$ cat src/rtl/ppu_timing.sv
// PPU dot/line sequencer: advances one dot per clock and produces ly, PPU mode,
// OAM scan index, the mode-3 start strobe and VBlank/STAT interrupt pulses.
module ppu_timing #(
  parameter int DOTS_PER_LINE = 456,
  parameter int LINES         = 154,
  parameter int XFER_TIMEOUT  = 369
) (
  input  logic       clk,
  input  logic       rst_n,
  input  logic       i_lcd_ena,
  input  logic [7:0] i_lyc,
  input  logic [3:0] i_stat_ie,
  input  logic       i_xfer_done,
  output logic [7:0] o_ly,
  output logic [8:0] o_dot,
  output logic [1:0] o_mode,
  output logic       o_lyc_match,
  output logic       o_oam_scan,
  output logic [5:0] o_oam_idx,
  output logic       o_xfer_start,
  output logic       o_irq_vblank,
  output logic       o_irq_stat
);

  localparam logic [8:0] DOT_LAST  = 9'(DOTS_PER_LINE - 1);
  localparam logic [7:0] LY_LAST   = 8'(LINES - 1);
  localparam logic [7:0] LY_VBLANK = 8'd144;
  localparam logic [8:0] DOT_XFER  = 9'd80;
  localparam logic [8:0] DOT_TMO   = 9'(XFER_TIMEOUT);

  typedef enum logic [1:0] {
    MODE_HBLANK = 2'd0,
    MODE_VBLANK = 2'd1,
    MODE_OAM    = 2'd2,
    MODE_XFER   = 2'd3
  } mode_e;

  mode_e      r_mode;
  mode_e      w_mode_nxt;
  logic       r_run;
  logic [8:0] r_dot;
  logic [7:0] r_ly;
  logic [8:0] w_dot_nxt;
  logic [7:0] w_ly_nxt;

  logic       r_lyc_match;
  logic       r_oam_scan;
  logic [5:0] r_oam_idx;
  logic       r_xfer_start;
  logic       r_irq_vblank;
  logic       r_irq_stat;
  logic       r_stat_prev;

  logic       w_stat_line;
  logic       w_lyc_match_nxt;
  logic       w_oam_scan_nxt;
  logic [5:0] w_oam_idx_nxt;
  logic       w_xfer_start_nxt;
  logic       w_irq_vblank_nxt;
  logic       w_irq_stat_nxt;

  always_ff @(posedge clk or negedge rst_n) begin
    if (!rst_n) begin
      r_mode <= MODE_HBLANK;
      r_run  <= 1'b0;
      r_dot  <= '0;
      r_ly   <= '0;
    end else begin
      r_mode <= w_mode_nxt;
      r_run  <= i_lcd_ena;
      r_dot  <= w_dot_nxt;
      r_ly   <= w_ly_nxt;
    end
  end

  // The first enabled edge parks the counters at dot 0 / line 0 instead of advancing.
  always_comb begin
    w_dot_nxt  = '0;
    w_ly_nxt   = '0;
    w_mode_nxt = MODE_HBLANK;
    if (i_lcd_ena && r_run) begin
      if (r_dot == DOT_LAST) begin
        w_ly_nxt = (r_ly == LY_LAST) ? 8'd0 : r_ly + 8'd1;
      end else begin
        w_dot_nxt = r_dot + 9'd1;
        w_ly_nxt  = r_ly;
      end
    end
    if (!i_lcd_ena)
      w_mode_nxt = MODE_HBLANK;
    else if (w_ly_nxt >= LY_VBLANK)
      w_mode_nxt = MODE_VBLANK;
    else if (w_dot_nxt < DOT_XFER)
      w_mode_nxt = MODE_OAM;
    else if (w_dot_nxt == DOT_XFER)
      w_mode_nxt = MODE_XFER;
    else if (r_mode == MODE_XFER && !i_xfer_done && w_dot_nxt < DOT_TMO)
      w_mode_nxt = MODE_XFER;
    else
      w_mode_nxt = MODE_HBLANK;
  end

  always_comb begin
    w_stat_line = r_run & ((i_stat_ie[3] & r_lyc_match) |
                           (i_stat_ie[2] & (r_mode == MODE_OAM)) |
                           (i_stat_ie[1] & (r_mode == MODE_VBLANK)) |
                           (i_stat_ie[0] & (r_mode == MODE_HBLANK)));
    w_lyc_match_nxt  = (w_ly_nxt == i_lyc);
    w_oam_scan_nxt   = (w_mode_nxt == MODE_OAM);
    w_oam_idx_nxt    = w_oam_scan_nxt ? w_dot_nxt[6:1] : 6'd0;
    w_xfer_start_nxt = (w_ly_nxt < LY_VBLANK) && (w_dot_nxt == DOT_XFER);
    w_irq_vblank_nxt = (w_ly_nxt == LY_VBLANK) && (w_dot_nxt == 9'd0);
    w_irq_stat_nxt   = i_lcd_ena & w_stat_line & ~r_stat_prev;
  end

  always_ff @(posedge clk or negedge rst_n) begin
    if (!rst_n) begin
      r_lyc_match  <= 1'b0;
      r_oam_scan   <= 1'b0;
      r_oam_idx    <= '0;
      r_xfer_start <= 1'b0;
      r_irq_vblank <= 1'b0;
      r_irq_stat   <= 1'b0;
      r_stat_prev  <= 1'b0;
    end else begin
      r_lyc_match  <= w_lyc_match_nxt;
      r_oam_scan   <= w_oam_scan_nxt;
      r_oam_idx    <= w_oam_idx_nxt;
      r_xfer_start <= w_xfer_start_nxt;
      r_irq_vblank <= w_irq_vblank_nxt;
      r_irq_stat   <= w_irq_stat_nxt;
      r_stat_prev  <= i_lcd_ena & w_stat_line;
    end
  end

  assign o_ly         = r_ly;
  assign o_dot        = r_dot;
  assign o_mode       = r_mode;
  assign o_lyc_match  = r_lyc_match;
  assign o_oam_scan   = r_oam_scan;
  assign o_oam_idx    = r_oam_idx;
  assign o_xfer_start = r_xfer_start;
  assign o_irq_vblank = r_irq_vblank;
  assign o_irq_stat   = r_irq_stat;

endmodule

$ cat config.mk
export PLATFORM = sky130hd
export DESIGN_NAME = ppu_timing
export DESIGN_NICKNAME = d
export VERILOG_FILES = /design/src/rtl/ppu_timing.sv
export SDC_FILE = /design/constraint.sdc
export NUM_CORES = 1
export LEC_CHECK = 0
export CAP_MARGIN = 0
export CORE_MARGIN = 1
export CORE_UTILIZATION = 45
export CTS_CLUSTER_DIAMETER = 60
export DETAILED_ROUTE_END_ITERATION = 8
export PLACE_DENSITY_LB_ADDON = 0.3
export SYNTH_ARGS = -nofsm -noshare
export SYNTH_HDL_FRONTEND = slang
export SYNTH_SLANG_ARGS = --single-unit
$ cat constraint.sdc
create_clock -name clk -period 4.1 [get_ports clk]
set_input_delay 1.025 -clock clk [delete_from_list [all_inputs] [get_ports clk]]
set_output_delay 1.025 -clock clk [all_outputs]
set_load 0.05 [all_outputs]
==> results.json, run 1 <==
{
  "syn_nets": 224,
  "dieArea_um2": 4560,
  "power_density_nw_per_um2": 269,
  "rsz0062_at_grt": "no",
  "fp.dieW_um": 67.5,
  "ys_seq_area_share_pct": 41.5,
  "grt_use_total_pct": 21.8,
  "cts_buffer_depth": 2,
  "hold_buffers": 0,
  "syn_area_per_cell_um2": 9.42,
  "yosysWarnings": 0,
  "grt_pass1_wl_mm": 7.21,
  "arrival_ns": 3.22,
  "yosys.area.top_type": "dfrtp_1",
  "dr_total_vias": 1671,
  "post-place-ws_ns": 0.867,
  "post_dp_cell_area_um2": 2380,
  "start_kind": "flop",
  "clk_latency_ns": 0.28,
  "die_y_um": 67.5,
  "setup_viol": 0,
  "outcome": "complete, no violations",
  "synth_edf_count": 0,
  "via_per_inst": 5.61,
  "fin_skew_ns": 0.00389,
  "synth_cell_types": 53,
  "netlist_instances": 205,
  "ys.flop_type": "dfrtp_1",
  "worst_pin_slew_ns": 0.662,
  "power.leakage_uw": 0.00106,
  "postCtsSetupBuffers": 0,
  "netSwitchingFraction_pct": 21.6,
  "numCtsBuffers": 5,
  "core_area_um2": 4060,
  "placed_cells_incl_taps": 290,
  "cap_violations": 0,
  "fin_util_pct": 61.3,
  "antenna_found_initial": 0,
  "clockPowerShare_pct": 43.0,
  "ctsHtreeMaxLevel": 2,
  "clock-sinks": 32,
  "areaGrowthSynthToFinish_pct": 28.7,
  "row_count": 23,
  "fin_crit_sh_pct": 74.0,
  "period_needed_ns": 3.03,
  "ys_top_cells_by_area": "dfrtp_1, nor2_1, xor2_1",
  "dpl.hpwl_mm": 3.34,
  "wirelength_mm": 4.47,
  "worstSetupPathType": "reg -> reg",
  "grt_overflow_total": 0,
  "grt_max_degree": 33,
  "hold_viol_final": 0,
  "firstDrtPassIters": 4,
  "p_int_uw": 525,
  "critical_path.max_fanout": 12,
  "ant_nets": 0,
  "power_frac_seq_pct": 48.1,
  "final_cells": 298,
  "boundaryPins": 46,
  "port_buffers": 45,
  "routabilityCongestion": 0.898,
  "fmax_ghz": 0.330,
  "ys_seq_elements": 32,
  "drive_gt1_share_pct": 6.45,
  "cts_resized": 0,
  "avgRoutedWirePerCell_um": 15.0,
  "fin_nets": 266,
  "drc": 0,
  "setup_tns_ns": 0,
  "n_antenna_cell": 0,
  "cp_slowest_cell": "o311ai_0",
  "fillers": 352,
  "p_sw_uw": 145,
  "grt_pass1_vias": 1545,
  "setup_slack_ns": 1.07,
  "slowest_delay_ns": 0.61,
  "yosysTopAreaCellShare_pct": 41.5,
  "maxSlewViolCount": 0,
  "async_reset_ff_share_pct": 100,
  "holdCritPathClass": "reg -> reg",
  "crit_path_end_kind": "flop",
  "cts_tree": "done",
  "clkTransAtPathRegs_ns": 0.06,
  "required_ns": 4.29,
  "ir_worst_vdd_mv": 0.218,
  "cts-root-buf": "clkbuf_8",
  "relSlewSlack_pct": 55.3,
  "crit_path_cell_trace": "ha_1 -> nand4bb_4 -> or4_1 -> xnor2_1 -> o311ai_0 -> nand3b_1 -> nor3_1",
  "pwr-share-comb_pct": 8.9,
  "drt_iter0_drc": 77,
  "syn_area_um2": 1930,
  "design_area_um2": 2490,
  "start_util_pct": 47.6
}
==> synthesized netlist by cell type, types with 2 or more instances <==
cell / count
clkbuf_1: 2
or4_1: 3
nor3_1: 7
o22ai_1: 2
nor4_2: 2
mux2i_1: 2
nand2_1: 15
and2_1: 6
ha_1: 3
nor2_1: 24
and3_1: 2
nand2b_1: 2
buf_2: 4
a21oi_1: 6
inv_1: 12
o31ai_1: 3
buf_6: 3
nand3_1: 9
a31oi_1: 2
o211ai_1: 2
dfrtp_1: 32
o21ai_0: 8
nand4_1: 6
o41ai_1: 2
xor2_1: 10
nand3b_1: 2
xnor2_1: 7
nor4_1: 2
==> routing by layer <==
layer | routed length [um] | up-vias | part of all wire [%] | GRT usage, %
li1 | - | 812 | - | -
met1 | 2090 | 797 | 47 | 29.0
met3 | 322 | 4 | 7.2 | 6.59
met2 | 2020 | 58 | 45 | 33.3
met5 | 0 | - | 0 | 0
met4 | 35 | 0 | 0.78 | 7.71
==> flip-flops by register name, summed over array words and instances (netlist names) <==
register and flops:
r_run 1, o_oam_idx 6, o_irq_vblank 1, r_stat_prev 1, o_ly 8, o_lyc_match 1, o_mode 2, o_xfer_start 1
o_irq_stat 1, o_oam_scan 1, o_dot 9
==> critical path: cells and delay by family (launching register included) <==
family | cells | cell delay (ns)
and+or+nand+nor | 4 | 1.39
AOI/OAI and AO/OA | 1 | 0.61
DFF | 1 | 0.47
adders and majority gates | 1 | 0.31
xor gates and xnor gates | 1 | 0.16
==> final cells by class <==
type	instances	area, um2	share of cell area (%)
Multi-Input combinational cell	150	1010	40.7
Sequential cell	32	801	32.2
Timing Repair Buffer	46	458	18.4
Clock buffer	6	72.6	2.92
Tap cell	50	62.6	2.52
Inverter	12	45.0	1.81
Clock inverter	2	35.0	1.41
==> power groups by stage <==
stage	clock (uW)	sequential [uW]	combinational (uW)
after floorplan	0	337	17.9
after global placement	0	328	59.2
after detailed placement	0	328	59.5
after CTS	294	322	59.9
after global routing	312	322	64.8
final	288	322	59.3
==> stage by stage <==
stage | total power [uW] | hold WS, ns
floorplan | 355 | 0.387
global placement | 387 | 0.391
detailed placement | 387 | 0.412
CTS | 675 | 0.419
global route | 700 | 0.426
finish | 669 | 0.420
==> placed cells by master, fill, tap and decap left out, drive strengths merged, types with 2 or more instances in the layout <==
cell type,n
o22ai,2
nand2b,2
xnor2,8
clkbuf,6
or4,4
nand3,9
mux2i,2
nor4,4
nor3,7
a31oi,2
and2,6
clkdlybuf4s50,45
nand4,6
xor2,10
o31ai,3
o211ai,2
inv,12
nand2,15
o41ai,2
nand3b,2
nor2,24
and3,2
dfrtp,32
ha,3
o21ai,9
a21oi,6
==> cell families after synthesis <==
group,Yosys count,share of synthesized area [%]
AND/OR/NAND/NOR,88,26.2
AO/OA/AOI/OAI,38,13.5
flip-flops,32,41.5
buffers and inverters,23,6.15
XOR/XNOR,19,9.72
adder cells (fa/ha/maj),3,1.94
multiplexers,2,1.04
==> final timing paths <==
kind                       slack [ns]         from      endpoint  cells past startpoint
setup reg to reg                 1.07     o_dot[0]  o_oam_idx[2]                      7
hold / removal                   0.42  r_stat_prev    o_irq_stat                      1
max in group asynchronous        2.67        rst_n  o_oam_idx[0]                      2
min in group asynchronous        1.14        rst_n       o_ly[5]                      2
hold reg to reg                  0.42  r_stat_prev    o_irq_stat                      1
setup / recovery                 1.07     o_dot[0]  o_oam_idx[2]                      7
Note: power is estimated with default switching activity, not from simulation.
==> inputs of run 2 (changes only) <==
Clock period 4.1 ns to 2.7 ns, I/O delays scaled along.
==> results.json, run 2 (synthesized netlist as in run 1, its figures left out) <==
{
  "worstSetupPathType": "reg -> reg",
  "areaGrowthSynthToFinish_pct": 34.9,
  "post_dp_cell_area_um2": 2470,
  "r2r_cells": 7,
  "drive_gt1_share_pct": 13.8,
  "worst_pin_slew_ns": 0.602,
  "clk_latency_ns": 0.28,
  "holdCritPathClass": "reg -> reg",
  "crit_path_end_kind": "flop",
  "core_area_um2": 4060,
  "reg2reg_from": "o_dot[1]",
  "slowest_delay_ns": 0.56,
  "die_y_um": 67.5,
  "total_power_uw": 1050,
  "antenna_found_initial": 0,
  "hold_buffers": 0,
  "relSlewSlack_pct": 59.3,
  "port_buffers": 45,
  "crit_path_cell_trace": "ha_2 -> nand4bb_4 -> or4_4 -> xnor2_2 -> nand2_1 -> or4_1 -> nor4_2",
  "holdWs_ns": 0.406,
  "final_cell_mix": "clkdlybuf4s50_1, dfrtp_1, nor2_1",
  "via_per_inst": 5.63,
  "n_antenna_cell": 0,
  "rsz0062_at_grt": "no",
  "grt_pass1_vias": 1579,
  "dpl.hpwl_mm": 3.41,
  "startpoint": "o_dot[1]",
  "critical_path_depth": 7,
  "layout_commonest_cell": "clkdlybuf4s50_1",
  "routabilityCongestion": 0.897,
  "cts_tree": "done",
  "fin_skew_ns": 0.00161,
  "arrival_ns": 2.70,
  "post-place-ws_ns": -0.0890,
  "cts-root-buf": "clkbuf_8",
  "dieArea_um2": 4560,
  "setup_tns_ns": 0,
  "setup_slack_ns": 0.187,
  "cap_violations": 0,
  "drc": 0,
  "numCtsBuffers": 5,
  "grt_overflow_total": 0,
  "ir_worst_vdd_mv": 0.345,
  "grt_use_total_pct": 22.9,
  "reg2reg_to": "o_irq_vblank",
  "fin_crit_sh_pct": 93.1,
  "drt_iter0_drc": 72,
  "crit_buf_inv": 0,
  "start_kind": "flop",
  "dr_total_vias": 1746,
  "power.leakage_uw": 0.00111,
  "ant_nets": 0,
  "setup_viol": 0,
  "maxSlewViolCount": 0,
  "firstDrtPassIters": 4,
  "ctsHtreeMaxLevel": 2,
  "cts_buffer_depth": 2,
  "row_count": 23,
  "outcome": "complete, no violations",
  "fin_nets": 278,
  "fp.dieW_um": 67.5,
  "wirelength_mm": 4.59,
  "r2r_slack_ns": 0.19,
  "critical_path.max_fanout": 12,
  "period_needed_ns": 2.51,
  "largest_reg_flops": 9,
  "required_ns": 2.89,
  "clkTransAtPathRegs_ns": 0.07,
  "fillers": 350,
  "grt_pass1_wl_mm": 7.51,
  "design_area_um2": 2610,
  "power_density_nw_per_um2": 402,
  "hold_viol_final": 0,
  "grt_max_degree": 33,
  "cp_slowest_cell": "or4_4",
  "start_util_pct": 47.6,
  "critPathTopFamily": "simple AND/OR/NAND/NOR gates",
  "avgRoutedWirePerCell_um": 14.8,
  "clock-sinks": 32,
  "fmax_ghz": 0.398,
  "cp-endpoint": "o_irq_vblank",
  "boundaryPins": 46
}
run 2: per-layer routing:
metal | GRT usage [%] | share of wire (%) | vias to the layer above
li1 | - | - | 842
met1 | 29.8 | 44 | 833
met2 | 37.1 | 49 | 63
met3 | 5.07 | 5.2 | 8
met4 | 7.71 | 1.6 | 0
met5 | 0 | 0 | -
run 2: stage by stage:
step	utilization [%]	std cells
6_report	64.2	310
5_1_grt	64.2	310
4_1_cts	63.9	310
3_5_place_dp	60.8	301
3_3_place_gp	60.8	301
2_1_floorplan	-	205
run 2: how the worst min path moves through the flow:
stage	start	end	slack [ns]	depth (start not counted)
after floorplan	rst_n	o_dot[0]	0.38	0
after global placement	r_stat_prev	o_irq_stat	0.39	1
after detailed placement	r_stat_prev	o_irq_stat	0.40	1
after CTS	r_stat_prev	o_irq_stat	0.41	1
after global routing	r_stat_prev	o_irq_stat	0.43	1
final	r_stat_prev	o_irq_stat	0.41	1
run 2: final cells by class:
class / count / area, um2 / area share (%)
Tap cell: 50 / 62.6 / 2.40
Clock inverter: 3 / 42.5 / 1.63
Clock buffer: 5 / 68.8 / 2.64
Inverter: 12 / 45.0 / 1.73
Timing Repair Buffer: 58 / 548 / 21.0
Sequential cell: 32 / 807 / 31.0
Multi-Input combinational cell: 150 / 1030 / 39.6
run 2: timing repair:
action                     4_1_cts  5_1_grt
gates resized for setup          1        2
setup buffers                    1        0
pin swaps                        1        1
setup endpoints to repair        6        7
run 2: power by group:
| group | total [uW] | internal (uW) | switching [uW] |
|---|---|---|---|
| Clock | 460 | 273 | 187 |
| Sequential | 488 | 485 | 3.52 |
| Combinational | 100 | 45.5 | 54.9 |
run 2: worst register-to-register path, delay by kind of cell, from the launching register on:
| family | cells | cell delay [ns] |
|---|---|---|
| fa+ha+maj | 1 | 0.25 |
| simple gates | 5 | 1.50 |
| flops | 1 | 0.42 |
| xor+xnor | 1 | 0.25 |
==> inputs of run 3 (changes only) <==
Settings changed: GPL_TIMING_DRIVEN set to 0.
==> results.json, run 3 (synthesized netlist as in run 1, its figures left out) <==
{
  "outcome": "complete, no violations",
  "hold_buffers": 0,
  "arrival_ns": 2.71,
  "top_layer_used": "met4",
  "boundaryPins": 46,
  "crit_buf_inv": 2,
  "critPathTopFamily": "simple AND/OR/NAND/NOR gates",
  "drt_iter0_drc": 103,
  "setup_viol": 0,
  "grt_use_total_pct": 23.1,
  "critical_path.max_fanout": 10,
  "setup_tns_ns": 0,
  "holdCritPathClass": "reg -> reg",
  "slowest_delay_ns": 0.53,
  "antenna_found_initial": 0,
  "via_per_inst": 5.58,
  "r2r_cells": 8,
  "die_y_um": 67.5,
  "critical_path_depth": 8,
  "ant_nets": 0,
  "port_buffers": 45,
  "routed-wl-met2_mm": 2.38,
  "fin_skew_ns": 0.00445,
  "core_area_um2": 4060,
  "crit_path_cell_trace": "buf_6 -> nand4bb_4 -> buf_6 -> or4_4 -> xnor2_4 -> nand2_1 -> or4_1 -> nor4_2",
  "grt_overflow_total": 0,
  "fmax_ghz": 0.395,
  "layout_commonest_cell": "clkdlybuf4s50_1",
  "worstSetupPathType": "reg -> reg",
  "ctsHtreeMaxLevel": 2,
  "hold_viol_final": 0,
  "period_needed_ns": 2.53,
  "power.leakage_uw": 0.00111,
  "maxSlewViolCount": 0,
  "fillers": 337,
  "worst_pin_slew_ns": 0.784,
  "grt_pass1_vias": 1675,
  "routabilityCongestion": 0.878,
  "fp.dieW_um": 67.5,
  "clk_latency_ns": 0.28,
  "fin_crit_sh_pct": 93.8,
  "met1_length_mm": 1.98,
  "crit_path_end_kind": "flop",
  "dr_total_vias": 1731,
  "areaGrowthSynthToFinish_pct": 36.3,
  "start_kind": "flop",
  "cts_buffer_depth": 2,
  "largest_reg_flops": 9,
  "cts_tree": "done",
  "ir_worst_vdd_mv": 0.269,
  "worstHoldPathCells": 1,
  "avgRoutedWirePerCell_um": 15.1,
  "dpl.hpwl_mm": 3.59,
  "n_antenna_cell": 0,
  "cp_slowest_cell": "or4_4",
  "firstDrtPassIters": 4,
  "rsz0062_at_grt": "no",
  "drc": 0,
  "cap_violations": 0,
  "crit_top_cell": "buf_6",
  "drive_gt1_share_pct": 13.5,
  "fin_nets": 278,
  "clock-sinks": 32,
  "row_count": 23,
  "relSlewSlack_pct": 47.5,
  "grt_max_degree": 18,
  "wirelength_mm": 4.68,
  "start_util_pct": 47.6,
  "holdWs_ns": 0.406,
  "grt_pass1_wl_mm": 7.64,
  "cts-root-buf": "clkbuf_8",
  "power_density_nw_per_um2": 376,
  "routed-wl-met3_um": 239,
  "clkTransAtPathRegs_ns": 0.07,
  "dieArea_um2": 4560,
  "required_ns": 2.88,
  "final_cell_mix": "clkdlybuf4s50_1, dfrtp_1, nor2_1",
  "numCtsBuffers": 5
}
[run 3: worst paths after layout]
check                      slack (ns)         from      endpoint
min in group asynchronous        0.85        rst_n       o_ly[7]
hold / removal                   0.41  r_stat_prev    o_irq_stat
setup reg to reg                 0.17     o_dot[5]  o_irq_vblank
hold reg to reg                  0.41  r_stat_prev    o_irq_stat
max in group asynchronous        1.29        rst_n      o_dot[1]
setup / recovery                 0.17     o_dot[5]  o_irq_vblank
[run 3: stage by stage]
stage / util (%) / area (um2) / total power, uW / instances / setup slack [ns]
4_1_cts: 64.0 / 2600 / 1000 / 310 / 0.0664
3_5_place_dp: 61.1 / 2480 / 594 / 301 / -0.366
2_1_floorplan: - / 1940 / 539 / 205 / 0.0957
6_report: 64.9 / 2630 / 991 / 310 / 0.167
3_3_place_gp: 60.4 / 2450 / 588 / 300 / -0.330
5_1_grt: 64.9 / 2630 / 1030 / 310 / 0.0119
[run 3: worst register-to-register path, cell delays in order (launching register included)]
cell	delay, ns
dfrtp_1	0.40
buf_6	0.15
nand4bb_4	0.25
buf_6	0.17
or4_4	0.53
xnor2_4	0.21
nand2_1	0.06
or4_1	0.42
nor4_2	0.26
[run 3: metal layers]
| metal | vias to the layer above | track usage, % |
|---|---|---|
| li1 | 835 | - |
| met1 | 840 | 26.8 |
| met2 | 47 | 40.8 |
| met3 | 9 | 5.91 |
| met4 | 0 | 7.45 |
| met5 | - | 0 |
[run 3: layout make-up]
type / instances / area [um2] / share of cell area (%)
timing repair buffer: 47 / 485 / 18.4
inverter: 12 / 45.0 / 1.71
buffer: 11 / 75.1 / 2.85
sequential: 32 / 807 / 30.7
clock buffer: 8 / 100 / 3.80
tap: 50 / 62.6 / 2.38
multi-input combinational: 150 / 1060 / 40.2
[run 3: report_power, final]
group / switching [uW] / internal (uW) / leakage, uW
clock network: 171 / 232 / 0.0000515
logic: 53.7 / 44.3 / 0.000632
registers: 4.96 / 485 / 0.000430
total: 229 / 762 / 0.00111
[run 3: timing repair]
action	in CTS	in global routing
pin swaps	1	0
setup endpoints to repair	8	8
buffers inserted	1	0
gates resized for setup	2	6
